[src/rtl/i2c_target_fsm_pkg.sv]
// Shared types and helpers for the I2C target engine.
// Holds the FSM state encoding and the address-match rule.
package i2c_pkg;

  localparam int I2C_ADDR_W = 7;

  typedef enum logic [2:0] {
    IDLE,
    ADDR,
    ADDR_ACK,
    RX_DATA,
    RX_ACK,
    TX_DATA,
    TX_ACK_CHK,
    WAIT_STOP
  } i2c_tgt_state_e;

  // General call is write-only, so a read to 7'h00 never matches through gen_en.
  function automatic logic addr_hit(input logic [7:0]            addr_byte,
                                    input logic [I2C_ADDR_W-1:0] own,
                                    input logic                  gen_en);
    return (addr_byte[7:1] == own) || (gen_en && (addr_byte == 8'h00));
  endfunction

endpackage

[src/rtl/i2c_target_fsm_line_sync.sv]
// Synchroniser plus history flop for one open-drain bus line.
// Edges are suppressed until the chain holds real pad samples after reset.
module i2c_line_sync #(
  parameter int SYNC_STAGES = 2
) (
  input  logic clk,
  input  logic rst,
  input  logic line_i,
  output logic line_s,
  output logic rise,
  output logic fall
);

  logic [SYNC_STAGES-1:0] r_sync;
  logic                   r_hist;
  logic [SYNC_STAGES:0]   r_fill;
  logic                   w_valid;

  always_ff @(posedge clk) begin
    if (rst) begin
      r_sync <= '1;
      r_hist <= 1'b1;
      r_fill <= '0;
    end else begin
      r_sync <= {r_sync[SYNC_STAGES-2:0], line_i};
      r_hist <= r_sync[SYNC_STAGES-1];
      r_fill <= {r_fill[SYNC_STAGES-1:0], 1'b1};
    end
  end

  assign w_valid = r_fill[SYNC_STAGES];
  assign line_s  = r_sync[SYNC_STAGES-1];
  assign rise    = w_valid &  line_s & ~r_hist;
  assign fall    = w_valid & ~line_s &  r_hist;

endmodule

[src/rtl/i2c_target_fsm.sv]
// I2C target engine: START/STOP detection, address match, byte receive and
// transmit with a pulse-based register-side handshake. Drives SDA only.
module i2c_target_fsm
  import i2c_pkg::*;
#(
  parameter int SYNC_STAGES = 2,
  parameter bit GEN_CALL_EN = 1'b0
) (
  input  logic                  clk,
  input  logic                  rst,
  input  logic                  scl_i,
  input  logic                  sda_i,
  output logic                  sda_o,
  input  logic [I2C_ADDR_W-1:0] own_addr,
  output logic [7:0]            rx_dat,
  output logic                  rx_dat_valid,
  input  logic [7:0]            tx_dat,
  output logic                  tx_req,
  output logic                  rd_wr,
  output logic                  addressed,
  output logic                  start_det,
  output logic                  stop_det,
  output logic                  nack_rcvd,
  output logic                  busy
);

  logic w_scl_s, w_scl_rise, w_scl_fall;
  logic w_sda_s, w_sda_rise, w_sda_fall;
  logic w_start, w_stop;

  i2c_line_sync #(.SYNC_STAGES(SYNC_STAGES)) u_scl_sync (
    .clk(clk), .rst(rst), .line_i(scl_i),
    .line_s(w_scl_s), .rise(w_scl_rise), .fall(w_scl_fall)
  );

  i2c_line_sync #(.SYNC_STAGES(SYNC_STAGES)) u_sda_sync (
    .clk(clk), .rst(rst), .line_i(sda_i),
    .line_s(w_sda_s), .rise(w_sda_rise), .fall(w_sda_fall)
  );

  assign w_start = w_sda_fall & w_scl_s;
  assign w_stop  = w_sda_rise & w_scl_s;

  i2c_tgt_state_e r_state, w_state_next;
  logic [7:0] r_shift, w_shift_next;
  logic [2:0] r_bit_cnt, w_bit_cnt_next;
  logic       r_byte_full, w_byte_full_next;
  logic       r_ack_ok, w_ack_ok_next;
  logic       r_sda_o, w_sda_o_next;
  logic       r_addressed, w_addressed_next;
  logic       r_rd_wr, w_rd_wr_next;
  logic [7:0] r_rx_dat, w_rx_dat_next;
  logic       r_rx_valid, w_rx_valid_next;
  logic       r_tx_req, w_tx_req_next;
  logic       r_start_det, w_start_det_next;
  logic       r_stop_det, w_stop_det_next;
  logic       r_nack, w_nack_next;

  always_ff @(posedge clk) begin
    if (rst) begin
      r_state     <= IDLE;
      r_shift     <= '0;
      r_bit_cnt   <= '0;
      r_byte_full <= 1'b0;
      r_ack_ok    <= 1'b0;
      r_sda_o     <= 1'b1;
      r_addressed <= 1'b0;
      r_rd_wr     <= 1'b0;
      r_rx_dat    <= '0;
      r_rx_valid  <= 1'b0;
      r_tx_req    <= 1'b0;
      r_start_det <= 1'b0;
      r_stop_det  <= 1'b0;
      r_nack      <= 1'b0;
    end else begin
      r_state     <= w_state_next;
      r_shift     <= w_shift_next;
      r_bit_cnt   <= w_bit_cnt_next;
      r_byte_full <= w_byte_full_next;
      r_ack_ok    <= w_ack_ok_next;
      r_sda_o     <= w_sda_o_next;
      r_addressed <= w_addressed_next;
      r_rd_wr     <= w_rd_wr_next;
      r_rx_dat    <= w_rx_dat_next;
      r_rx_valid  <= w_rx_valid_next;
      r_tx_req    <= w_tx_req_next;
      r_start_det <= w_start_det_next;
      r_stop_det  <= w_stop_det_next;
      r_nack      <= w_nack_next;
    end
  end

  // r_byte_full marks that the 8th rise of a byte has been seen, so the
  // following fall is the byte boundary (bit_cnt alone is 0 at both ends).
  always_comb begin
    w_state_next     = r_state;
    w_shift_next     = r_shift;
    w_bit_cnt_next   = r_bit_cnt;
    w_byte_full_next = r_byte_full;
    w_ack_ok_next    = r_ack_ok;
    w_sda_o_next     = r_sda_o;
    w_addressed_next = r_addressed;
    w_rd_wr_next     = r_rd_wr;
    w_rx_dat_next    = r_rx_dat;
    w_rx_valid_next  = 1'b0;
    w_tx_req_next    = 1'b0;
    w_start_det_next = 1'b0;
    w_stop_det_next  = 1'b0;
    w_nack_next      = 1'b0;

    if (w_start) begin
      w_start_det_next = 1'b1;
      w_addressed_next = 1'b0;
      w_sda_o_next     = 1'b1;
      w_bit_cnt_next   = '0;
      w_byte_full_next = 1'b0;
      w_state_next     = ADDR;
    end else if (w_stop) begin
      w_stop_det_next  = 1'b1;
      w_addressed_next = 1'b0;
      w_sda_o_next     = 1'b1;
      w_state_next     = IDLE;
    end else begin
      case (r_state)
        ADDR, RX_DATA: begin
          if (w_scl_rise) begin
            w_shift_next   = {r_shift[6:0], w_sda_s};
            w_bit_cnt_next = r_bit_cnt + 3'd1;
            if (r_bit_cnt == 3'd7) w_byte_full_next = 1'b1;
          end else if (w_scl_fall && r_byte_full) begin
            w_byte_full_next = 1'b0;
            if (r_state == RX_DATA) begin
              w_rx_dat_next   = r_shift;
              w_rx_valid_next = 1'b1;
              w_sda_o_next    = 1'b0;
              w_state_next    = RX_ACK;
            end else if (addr_hit(r_shift, own_addr, GEN_CALL_EN)) begin
              w_sda_o_next     = 1'b0;
              w_addressed_next = 1'b1;
              w_rd_wr_next     = r_shift[0];
              w_tx_req_next    = r_shift[0];
              w_state_next     = ADDR_ACK;
            end else begin
              w_sda_o_next = 1'b1;
              w_state_next = WAIT_STOP;
            end
          end
        end
        ADDR_ACK: begin
          if (w_scl_fall) begin
            w_bit_cnt_next = '0;
            if (r_rd_wr) begin
              w_shift_next = tx_dat;
              w_sda_o_next = tx_dat[7];
              w_state_next = TX_DATA;
            end else begin
              w_sda_o_next = 1'b1;
              w_state_next = RX_DATA;
            end
          end
        end
        RX_ACK: begin
          if (w_scl_fall) begin
            w_sda_o_next   = 1'b1;
            w_bit_cnt_next = '0;
            w_state_next   = RX_DATA;
          end
        end
        TX_DATA: begin
          if (w_scl_rise) begin
            w_bit_cnt_next = r_bit_cnt + 3'd1;
            if (r_bit_cnt == 3'd7) w_byte_full_next = 1'b1;
          end else if (w_scl_fall) begin
            if (r_byte_full) begin
              w_byte_full_next = 1'b0;
              w_sda_o_next     = 1'b1;
              w_state_next     = TX_ACK_CHK;
            end else begin
              w_sda_o_next = r_shift[6];
              w_shift_next = {r_shift[6:0], 1'b1};
            end
          end
        end
        TX_ACK_CHK: begin
          if (w_scl_rise) begin
            w_byte_full_next = 1'b1;
            w_ack_ok_next    = ~w_sda_s;
            w_tx_req_next    = ~w_sda_s;
            w_nack_next      = w_sda_s;
          end else if (w_scl_fall && r_byte_full) begin
            w_byte_full_next = 1'b0;
            if (r_ack_ok) begin
              w_shift_next   = tx_dat;
              w_sda_o_next   = tx_dat[7];
              w_bit_cnt_next = '0;
              w_state_next   = TX_DATA;
            end else begin
              w_sda_o_next = 1'b1;
              w_state_next = WAIT_STOP;
            end
          end
        end
        default: ;
      endcase
    end
  end

  assign sda_o        = r_sda_o;
  assign rx_dat       = r_rx_dat;
  assign rx_dat_valid = r_rx_valid;
  assign tx_req       = r_tx_req;
  assign rd_wr        = r_rd_wr;
  assign addressed    = r_addressed;
  assign start_det    = r_start_det;
  assign stop_det     = r_stop_det;
  assign nack_rcvd    = r_nack;
  assign busy         = (r_state != IDLE);

endmodule

[config.mk]
export PLATFORM = sky130hd
export DESIGN_NAME = i2c_target_fsm
export DESIGN_NICKNAME = d
export VERILOG_FILES = /design/src/rtl/i2c_target_fsm_pkg.sv /design/src/rtl/i2c_target_fsm_line_sync.sv /design/src/rtl/i2c_target_fsm.sv
export SDC_FILE = /design/constraint.sdc
export NUM_CORES = 1
export LEC_CHECK = 0
export ABC_AREA = 1
export BUFFER_PORTS_ARGS = -buffer_cell sky130_fd_sc_hd__buf_2
export CAP_MARGIN = 20
export CORE_UTILIZATION = 35
export CTS_BUF_LIST = sky130_fd_sc_hd__clkbuf_4 sky130_fd_sc_hd__clkbuf_8
export CTS_CLUSTER_SIZE = 30
export DETAILED_ROUTE_END_ITERATION = 10
export GPL_TIMING_DRIVEN = 0
export MAX_ROUTING_LAYER = met4
export RECOVER_POWER = 25
export SYNTH_ARGS = -nofsm -noshare
export SYNTH_HDL_FRONTEND = slang
export SYNTH_SLANG_ARGS = --single-unit
[constraint.sdc]
create_clock -name clk -period 3.5 [get_ports clk]
set_input_delay 1.05 -clock clk [delete_from_list [all_inputs] [get_ports clk]]
set_output_delay 1.05 -clock clk [all_outputs]
set_load 0.005 [all_outputs]
Word-level counts from Yosys, hierarchy flattened. Cells that the tools add are included.

Flip-flop bits (word level): 44. Bits of input ports: 19. Output and inout bits: 17. Logic and storage cells: 166.

Add/sub/neg operators: 1. Equality and inequality tests: 33. Multiplexer cells: 64. Bitwise operators: 21. Reductions and logical operators: 24.

Operator list (count): two-way mux 8 bit (9); two-way mux 3 bit (17); inequality test 4 bit (second input constant) (9); case mux 8 bit (4 select lines) (1); two-way mux 1 bit (31); inequality test 2 bit (second input constant) (12); AND reduction 10 bit (2); case mux 3 bit (5 select lines) (1); AND reduction 7 bit (2); == test 3 bit (second input constant) (4); AND reduction 12 bit (1); inverter 1 bit (11); AND 1 bit (10); case mux 3 bit (3 select lines) (1); AND reduction 9 bit (1); nonzero test 3 bit (3); == test 7 bit (1); nonzero test 7 bit (1); == test 3 x 2 -> 1 bit (second input constant) (2); inequality test 2 x 1 -> 1 bit (second input constant) (3); AND reduction 6 bit (1); OR reduction 2 bit (3); OR reduction 3 bit (2); OR reduction 6 bit (1); 14 further kinds (14).

Longest topological paths before layout. Gate-level depths: netlist of the first run.

Depth in word-level cells: 9. Mapped depth: 11. Gate-level depth less buffers: 11.

By module. A second synthesis of the first run with hierarchy kept.

Cells, all modules: 330. Area total of the unflattened synthesis: 2169.6 um2.

By module, submodules not included: i2c_target_fsm (instances 1, cells each 294, area an instance 1824.2 um2); i2c_line_sync (instances 2, cells each 18, area an instance 172.7 um2).

Worst setup path before layout of the first run. OpenSTA, ideal clock, no wires.

Path kind: input port to flip-flop. Start point: in own_addr[0]. End point: reg r_rd_wr (netlist: rd_wr). Arrival time: 1.669 ns. Data required time: 3.387 ns. Setup slack: 1.718 ns. Cell stages on the path: 9. Path buffers: 0. Cell sequence: inv_1 nand2_1 nand2_1 nor2_1 nand2_1 nor2_1 nand3_1 nor2_1 nor2_1.

Longest elaborated chain between the ends: 2.

Ends and longest elaborated chain: start: declaration (RTL line i2c_target_fsm.sv:14) `input logic [I2C_ADDR_W-1:0] own_addr,`; == test 7 bit (RTL line i2c_target_fsm_pkg.sv:22) `return (addr_byte[7:1] == own) || (gen_en && (addr_byte == 8'h00));`; AND reduction 7 bit (no source line); end signal: assignment (RTL line i2c_target_fsm.sv:83) `r_rd_wr <= w_rd_wr_next;`; end: declaration (RTL line i2c_target_fsm.sv:51) `logic r_rd_wr, w_rd_wr_next;`.

No other way between the ends. A chain may end at the register's enable or synchronous reset.

Final worst setup path of the first run.
Start point: reg r_state[2]. End point: out busy.

Longest elaborated chain between the ends: 1.

Ends and longest elaborated chain: start: declaration (RTL line i2c_target_fsm.sv:44) `i2c_tgt_state_e r_state, w_state_next;`; start signal: assignment (RTL line i2c_target_fsm.sv:76) `r_state <= w_state_next;`; nonzero test 3 bit (RTL line i2c_target_fsm.sv:217) `assign busy = (r_state != IDLE);`; end: declaration (RTL line i2c_target_fsm.sv:24) `output logic busy`.

No other way between the ends.

==> results of run 1 <==
metal layers:
layer	share of wire	wire [um]
met5	0	0
met4	0.0062	29
met3	0.047	222
met2	0.44	2050
met1	0.51	2370
stage by stage:
step | std cells | total power, mW | utilization
after global routing | 413 | 1.83 | 0.428
after detailed placement | 406 | 1.32 | 0.411
after global placement | 406 | 1.32 | 0.411
after floorplan | 299 | 1.16 | -
final | 413 | 1.68 | 0.428
after CTS | 413 | 1.69 | 0.430
worst max path at each step:
stage,to,slack (ps),cells after the start
2_1_floorplan,rd_wr,1720,9
3_3_place_gp,r_state[0],1420,10
3_5_place_dp,sda_o,1400,10
4_1_cts,busy,1370,3
5_1_grt,busy,1300,3
6_report,busy,1370,3
power by group:
part           switching [mW]  internal (mW)  total, mW  leakage, nW
Sequential             0.0619          0.536      0.598        0.335
Clock                   0.160          0.207      0.367       0.0540
Combinational           0.459          0.258      0.716        0.837
flip-flops by register name, summed over array words and instances (netlist names):
signal,cells
r_byte_full,1
rx_dat,8
stop_det,1
r_bit_cnt,3
nack_rcvd,1
addressed,1
r_state,3
u_sda_sync.r_fill,3
u_sda_sync.r_hist,1
r_shift,8
start_det,1
rd_wr,1
u_scl_sync.r_hist,1
u_scl_sync.r_sync,2
sda_o,1
tx_req,1
u_sda_sync.r_sync,2
r_ack_ok,1
rx_dat_valid,1
cell type report:
cell class                 instances  area [sq um]  share of cell area
tap                               72          90.1              0.0384
sequential                        41           821               0.350
multi-input combinational        211           967               0.413
buffer                             6          33.8              0.0144
clock buffer                       5          68.8              0.0294
inverter                          41           154              0.0657
timing repair buffer              35           174              0.0742
clock inverter                     2          35.0              0.0149
logic make-up (layout without fill, tap and decap cells):
group,count (synthesis),count (layout),synth area share
adders and majority gates,2,2,0.0126
AOI/OAI and AO/OA,51,51,0.137
buffers and inverters,47,89,0.0996
DFF,41,41,0.413
and+or+nand+nor,158,158,0.338
layout by cell type (no fill, tap or decap), types with 3 or more instances in the layout:
master | Yosys | final
nand2_1 | 81 | 81
nor2_1 | 45 | 45
dfxtp_1 | 41 | 41
inv_1 | 38 | 38
buf_2 | 0 | 34
o21ai_0 | 25 | 25
a21oi_1 | 19 | 19
nand3_1 | 12 | 12
clkbuf_1 | 3 | 5
nor2_2 | 5 | 5
clkbuf_8 | 1 | 5
or2_2 | 4 | 4
inv_2 | 3 | 3
nand2_2 | 3 | 3
nand4_1 | 3 | 3
tightest hold or removal path, stage by stage (launching register included):
cell and delay, ps:
dfxtp_1 300, inv_1 40, nor2_1 30
==> results.toml, run 1 <==
[finish]
syn2layout_area_growth_pct = 18.0
final_cell_area_sq_mm = 0.00234
post_route_cells_drive_above_1_share = 0.173
fillCellCount = 596
antenna_cells = 0
nets = 362

[floorplanning]
io_pins = 36
die_w_um = 77.3
core_sq_mm = 0.00547
initial_core_util = 0.363
die_h_um = 77.3
rows = 27
die-area_sq_mm = 0.00598

[cts]
cts_made_buffers = 5
path_clk_slew_ps = 80
clockBufferDepth = 2
cts_sinks = 41
cts_hold_buf = 0
h-tree-depth = 2
cts-resized-gates = 0
post_cts_buffers = 0
clk_latency_ps = 290
cts_root_buffer = "clkbuf_8"
cts_tree = "done"

[worst_setup_path]
reg2reg_from = "r_state[2]"
worstRegToRegCells = 10
crit_start = "r_state[2]"
path_class = "reg2out"
r2r_end = "r_shift[2]"
cp.buffers_inverters = 1
crit_slowest_cell = "dfxtp_1"
cp_max_fo = 7
critPathCaptureType = "output port"
critPathTopFamily = "flip-flops"
crit_arrival_ps = 1080
cp-start-kind = "flip-flop"
rrSetupSlack_ps = 1690
critPathMaxStageDelay_ps = 510
path_cells = "nor2_1 -> nand2_1 -> buf_2"
cp.required_ps = 2450

[flow_run]
cap_violations = 0

[global_routing]
grt_overflow = 0
grt_pass1_vias = 1767
grt_use_met2 = 0.268
busiest_layer = "met2"
grt_max_degree = 13
grt_antenna_before_repair = 0
grt_pass1_wl_um = 7930
grtUsageMet1 = 0.223
met3_usage = 0.0274
grt_use_total = 0.172

[sta]
rsz0062_at_grt = "false"
slew_headroom = 0.662
worst_pin_slew_ps = 508
finClkSkew_ps = 13.5
fmax_mhz = 470
setup-tns-final_ps = 0
post-route-period-util = 0.608
hold_violations = 0
hold_slack_ps = 403
setup_ws_ps = 1370
slew_violations = 0
setup_viol = 0
finalCriticalPeriod_ps = 2130

[synthesis]
async_flop_share = 0
synth_edf_count = 0
synthCells = 299
syn_area_sq_mm = 0.00199
synthTopCellsByCount = "nand2_1 (81), nor2_1 (45), dfxtp_1 (41), inv_1 (38), o21ai_0 (25)"
yosys_warnings = 0
synth_top_area_frac = 0.413
synth_flop_cell = "dfxtp_1"
synthTopCellsByArea = "dfxtp_1 (41%), nand2_1 (15%), nor2_1 (8.5%)"
ys_ff_latch = 41
synth.most_common_cell = "nand2_1"
avgSynthCellArea_sq_um = 6.64
syn_nets = 320
ys_types = 28
yosysSeqAreaShare = 0.413
post-synth-top-area-cell = "dfxtp_1"

[power_and_ir_drop]
p_per_area_mw_per_mm2 = 717
p_leak_nw = 1.23
max-vdd-ir-drop_mv = 0.301

[route]
vias_per_cell = 4.69
drtIter0Drc = 106
wl_per_cell_um = 11.3
wirelength_um = 4680
postRouteAntennaNets = 0
vias = 1935
drtPass1Iterations = 4
drc_errors = 0

[run_status]
status = "finished clean"

[place]
gp_congestion = 0.898
dpl-instance-area_sq_mm = 0.00225
dp.final_hpwl_um = 3460
post-place-ws_ps = 1400
port_buffers = 35

[hold_path]
hp-start = "u_sda_sync.r_fill[1]"
whs_path_depth = 2
whs_endpoint = "u_sda_sync.r_fill[2]"
hold_path.class = "reg2reg"
(Power assumes the default switching activity.)
==> inputs of run 2 (changes only) <==
--- a/config.mk
+++ b/config.mk
@@ -5,7 +5,7 @@
 export SDC_FILE = /design/constraint.sdc
 export NUM_CORES = 1
 export LEC_CHECK = 0
-export ABC_AREA = 1
+export ABC_AREA = 0
 export BUFFER_PORTS_ARGS = -buffer_cell sky130_fd_sc_hd__buf_2
 export CAP_MARGIN = 20
 export CORE_UTILIZATION = 35
==> constraint.sdc (replaced) <==
create_clock -name clk -period 2.17 [get_ports clk]
set_input_delay 0.651 -clock clk [delete_from_list [all_inputs] [get_ports clk]]
set_output_delay 0.651 -clock clk [all_outputs]
set_load 0.005 [all_outputs]
==> run 2 against run 1 <==
Routed wire length increased by 5.0%. Die area increased by 4.2%. Core utilization increased by 1.0 points. Area after synthesis increased by 4.3%. Power decreased by 12%. Setup slack got worse by 1300 ps. Worst hold slack improved by 8.6 ps. Synthesized cell count decreased by 23%.
==> results.toml, run 2 <==
[sta]
setup_viol = 0
finalCriticalPeriod_ps = 2130
fmax_mhz = 469
finClkSkew_ps = 6.90
worst_pin_slew_ps = 686
slew_violations = 0
slew_headroom = 0.531
rsz0062_at_grt = "false"
post-route-period-util = 0.982
hold_violations = 0
setup_ws_ps = 38.4
setup-tns-final_ps = 0

[synthesis]
avgSynthCellArea_sq_um = 8.96
synth_edf_count = 0
async_flop_share = 0
synthTopCellsByCount = "dfxtp_1 (41), a21oi_1 (19), mux2i_1 (19), nor2_1 (17), nand2_1 (14)"
synthCells = 231
yosys_warnings = 0
post-synth-top-area-cell = "dfxtp_1"
ys_types = 51
ys_ff_latch = 41
synth.most_common_cell = "dfxtp_1"
synthTopCellsByArea = "dfxtp_1 (40%), mux2i_1 (9.2%), a21oi_1 (4.6%)"
syn_nets = 252
yosysSeqAreaShare = 0.396
synth_top_area_frac = 0.396
syn_area_sq_mm = 0.00207
synth_flop_cell = "dfxtp_1"

[global_routing]
grt_pass1_vias = 1724
grt_pass1_wl_um = 8490
grt_overflow = 0
grt_use_total = 0.178
grt_max_degree = 20
grt_antenna_before_repair = 0

[worst_setup_path]
crit_arrival_ps = 1480
cp.required_ps = 1520
path_class = "reg2out"
critPathCaptureType = "output port"
cp_max_fo = 10
cp-start-kind = "flip-flop"

[cts]
h-tree-depth = 2
cts_tree = "done"
cts_hold_buf = 0
clockBufferDepth = 2
cts_made_buffers = 5
cts_root_buffer = "clkbuf_8"
clk_latency_ps = 290
post_cts_buffers = 0
cts_sinks = 41
path_clk_slew_ps = 80

[finish]
seqCellArea_sq_um = 825
layout_commonest_cell = "dfxtp_1"
final_util = 0.439
fin_cells = 345
post_route_cells_drive_above_1_share = 0.234
antenna_cells = 0
nets = 293
final_cell_mix = "dfxtp_1 (40), buf_2 (37), mux2i_1 (19), a21oi_1 (19), nor2_1 (17)"
fillCellCount = 589
multiInputGateArea_sq_mm = 0.00116
syn2layout_area_growth_pct = 18.8

[floorplanning]
die_w_um = 78.9
rows = 27
core_sq_mm = 0.00561
io_pins = 36
initial_core_util = 0.369
die_h_um = 78.9
die-area_sq_mm = 0.00623

[route]
vias_per_cell = 5.24
drc_errors = 0
wl_per_cell_um = 14.2
drtIter0Drc = 152
postRouteAntennaNets = 0
drtPass1Iterations = 4
vias = 1807
wirelength_um = 4910

[place]
dp.final_hpwl_um = 3590
post-place-ws_ps = -111
placedCellCount = 338
gp_congestion = 0.850
port_buffers = 35

[power_and_ir_drop]
max-vdd-ir-drop_mv = 0.372
p_leak_nw = 1.03
p_per_area_mw_per_mm2 = 598

[hold_path]
hold_path.class = "reg2reg"

[run_status]
status = "finished clean"

[flow_run]
cap_violations = 0
[run 2: cell types whose count changed in the layout (fill, tap and decap cells not counted), sizes merged, moves of 5 or more]
| cell | change |
|---|---|
| a211oi | +7 |
| mux2i | +19 |
| clkbuf | +5 |
| nor2b | +11 |
| nand2 | -69 |
| inv | -37 |
| xor2 | +9 |
| buf | +5 |
| nor2 | -33 |
| o21ai | -19 |
[run 2: critical path, stage by stage (launching register included)]
cell	delay, ps
dfxtp_4	370
buf_6	140
buf_4	170
or3_1	370
buf_2	140
[run 2: stage by stage]
stage / instance area [sq um] / power [mW] / hold slack, ps
6_report: 2460 / 1.47 / 412
5_1_grt: 2460 / 1.52 / 431
4_1_cts: 2450 / 1.48 / 413
3_5_place_dp: 2340 / 0.847 / 394
3_3_place_gp: 2340 / 0.847 / 391
2_1_floorplan: 2070 / 0.817 / 389
[run 2: logic make-up after synthesis]
kind of cell               count (synthesis)  synth area share
buffers and inverters                     20            0.0453
and+or+nand+nor                           87             0.240
muxes                                     19            0.0918
AOI/OAI and AO/OA                         53             0.176
DFF                                       41             0.396
adders and majority gates                  2            0.0121
xor gates and xnor gates                   9            0.0381
[run 2: where the power goes]
group          total [mW]  internal (mW)  switching (mW)
Clock               0.644          0.374           0.270
Combinational      0.0641         0.0277          0.0364
Sequential          0.763          0.758         0.00567
[run 2: worst paths after layout]
kind                            depth (start not counted)  slack (ps)                    to                  from
worst max-delay path                                    4          40                  busy            r_state[2]
worst max register to register                          6         110                 sda_o            r_state[0]
worst min register to register                          1         410  u_scl_sync.r_sync[1]  u_scl_sync.r_sync[0]
worst min-delay path                                    1         410  u_scl_sync.r_sync[1]  u_scl_sync.r_sync[0]
[run 2: final cells by class]
class                   instances  area share
clock inverters                 2      0.0153
multi-input cells             170       0.470
inverters                       4     0.00610
well taps                      72      0.0366
plain buffers                  15      0.0331
clock buffers                   6      0.0336
repair buffers                 35      0.0702
flip-flops and latches         41       0.335
[run 2: repair_timing]
item / in CTS / in global routing
hold endpoints to repair: 0 / 0
gates resized for setup: 1 / 6
setup endpoints to repair: 1 / 3
[run 2: layer usage]
layer | vias to the layer above | wire (um) | part of all wire | track usage
met2 | 56 | 2130 | 0.43 | 0.270
met1 | 833 | 2530 | 0.51 | 0.240
met5 | - | 0 | 0 | -
met3 | 8 | 195 | 0.040 | 0.0368
met4 | 0 | 59 | 0.012 | 0.0455
li1 | 910 | - | - | -
==> inputs of run 3 (changes only) <==
--- a/config.mk
+++ b/config.mk
@@ -12,7 +12,6 @@
 export CTS_BUF_LIST = sky130_fd_sc_hd__clkbuf_4 sky130_fd_sc_hd__clkbuf_8
 export CTS_CLUSTER_SIZE = 30
 export DETAILED_ROUTE_END_ITERATION = 10
-export GPL_TIMING_DRIVEN = 0
 export MAX_ROUTING_LAYER = met4
 export RECOVER_POWER = 25
 export SYNTH_ARGS = -nofsm -noshare
==> run 3 against run 2 <==
Global-route usage shrank 1.2 points. Clock skew hardly changed. Fmax rose by 4.8%. Final cell count shrank 0.87%. Die area unchanged. Clock power decreased by 24%. Sequential power rose by 0.7%. Critical endpoint unchanged. Flip-flop and latch count unchanged. Setup slack improved by 98 ps. Sequential share of layout area rose by 0.12 points. Power down 11%. Non-clock buffer count decreased by 3.
==> results.toml, run 3 (same netlist as run 2, synthesis figures left out) <==
[sta]
rsz0062_at_grt = "false"
finalCriticalPeriod_ps = 2030
fmax_mhz = 492
slew_headroom = 0.607
setup_viol = 0
post-route-period-util = 0.937
hold_violations = 0
worst_pin_slew_ps = 574
slew_violations = 0
finClkSkew_ps = 6.58
setup_ws_ps = 137
setup-tns-final_ps = 0

[power_and_ir_drop]
max-vdd-ir-drop_mv = 0.331
p_per_area_mw_per_mm2 = 540
p_leak_nw = 1.02

[worst_setup_path]
cp.required_ps = 1520
cp-start-kind = "flip-flop"
critPathCaptureType = "output port"
path_cells = "buf_4 -> or3_1 -> buf_2"
crit_arrival_ps = 1380
critPathMaxStageDelay_ps = 430
rrSetupSlack_ps = 150
cp_max_fo = 12
path_class = "reg2out"
crit_slowest_cell = "dfxtp_1"

[place]
gp_congestion = 0.924
port_buffers = 35
dp.final_hpwl_um = 3440
post-place-ws_ps = 57.2

[floorplanning]
core_sq_mm = 0.00561
die_h_um = 78.9
die_w_um = 78.9
io_pins = 36
rows = 27
die-area_sq_mm = 0.00623
initial_core_util = 0.369

[cts]
cts_made_buffers = 5
clk_latency_ps = 290
cts-resized-gates = 0
h-tree-depth = 2
cts_sinks = 41
path_clk_slew_ps = 80
cts_tree = "done"
clockBufferDepth = 2
cts_root_buffer = "clkbuf_8"
cts_hold_buf = 0
post_cts_buffers = 0

[route]
drtIter0Drc = 133
drc_errors = 0
drtPass1Iterations = 4
postRouteAntennaNets = 0
vias_per_cell = 5.22
vias = 1786
wirelength_um = 4720
wl_per_cell_um = 13.8

[finish]
final_cell_mix = "dfxtp_1 (41), buf_2 (33), mux2i_1 (19), a21oi_1 (19), nor2_1 (17)"
nets = 290
layout_commonest_cell = "dfxtp_1"
syn2layout_area_growth_pct = 17.8
post_route_cells_drive_above_1_share = 0.241
fillCellCount = 605
antenna_cells = 0

[global_routing]
grt_antenna_before_repair = 0
grt_pass1_vias = 1572
grt_max_degree = 19
grt_use_total = 0.166
grt_overflow = 0
grt_pass1_wl_um = 7780

[hold_path]
hold_path.class = "reg2reg"

[run_status]
status = "finished clean"

[flow_run]
cap_violations = 0
## run 3: per-stage QoR
step / utilization / area (sq um) / hold slack, ps / power [mW] / cells
3_5_place_dp: 0.421 / 2360 / 396 / 0.847 / 334
5_1_grt: 0.435 / 2440 / 429 / 1.37 / 342
4_1_cts: 0.436 / 2450 / 415 / 1.33 / 342
2_1_floorplan: - / 2070 / 389 / 0.817 / 231
3_3_place_gp: 0.421 / 2360 / 391 / 0.848 / 334
6_report: 0.435 / 2440 / 412 / 1.32 / 342
## run 3: metal layers
| layer | vias to the layer above | part of all wire | track usage |
|---|---|---|---|
| met5 | - | 0 | - |
| met4 | 0 | 0.018 | 0.0764 |
| met3 | 8 | 0.043 | 0.0356 |
| met2 | 36 | 0.44 | 0.230 |
| met1 | 833 | 0.50 | 0.229 |
| li1 | 909 | - | - |
## run 3: worst paths after layout
kind | from | endpoint | cells after the start
worst max-delay path | r_state[1] | busy | 3
worst min-delay path | u_scl_sync.r_sync[0] | u_scl_sync.r_sync[1] | 1
worst max register to register | r_state[2] | sda_o | 6
worst min register to register | u_scl_sync.r_sync[0] | u_scl_sync.r_sync[1] | 1
## run 3: cell type report
type                            instances  area [sq um]  share of cell area
Sequential cell                        41           821               0.336
Timing Repair Buffer                   47           272               0.111
Multi-Input combinational cell        170          1160               0.474
Clock inverter                          3          17.5             0.00718
Clock buffer                            5          68.8              0.0282
Inverter                                4          15.0             0.00615
Tap cell                               72          90.1              0.0369
## run 3: worst max-delay path, delay by kind of cell (launching register included)
| family | cells | cell delay (ps) |
|---|---|---|
| and+or+nand+nor | 1 | 300 |
| buffers and inverters | 2 | 360 |
| DFF | 1 | 430 |
## run 3: report_power, final
part	internal (mW)	switching [mW]	leakage, nW	total, mW
Clock	0.222	0.266	0.0439	0.488
Combinational	0.0288	0.0318	0.647	0.0606
Sequential	0.759	0.00880	0.332	0.768
Total	1.01	0.307	1.02	1.32
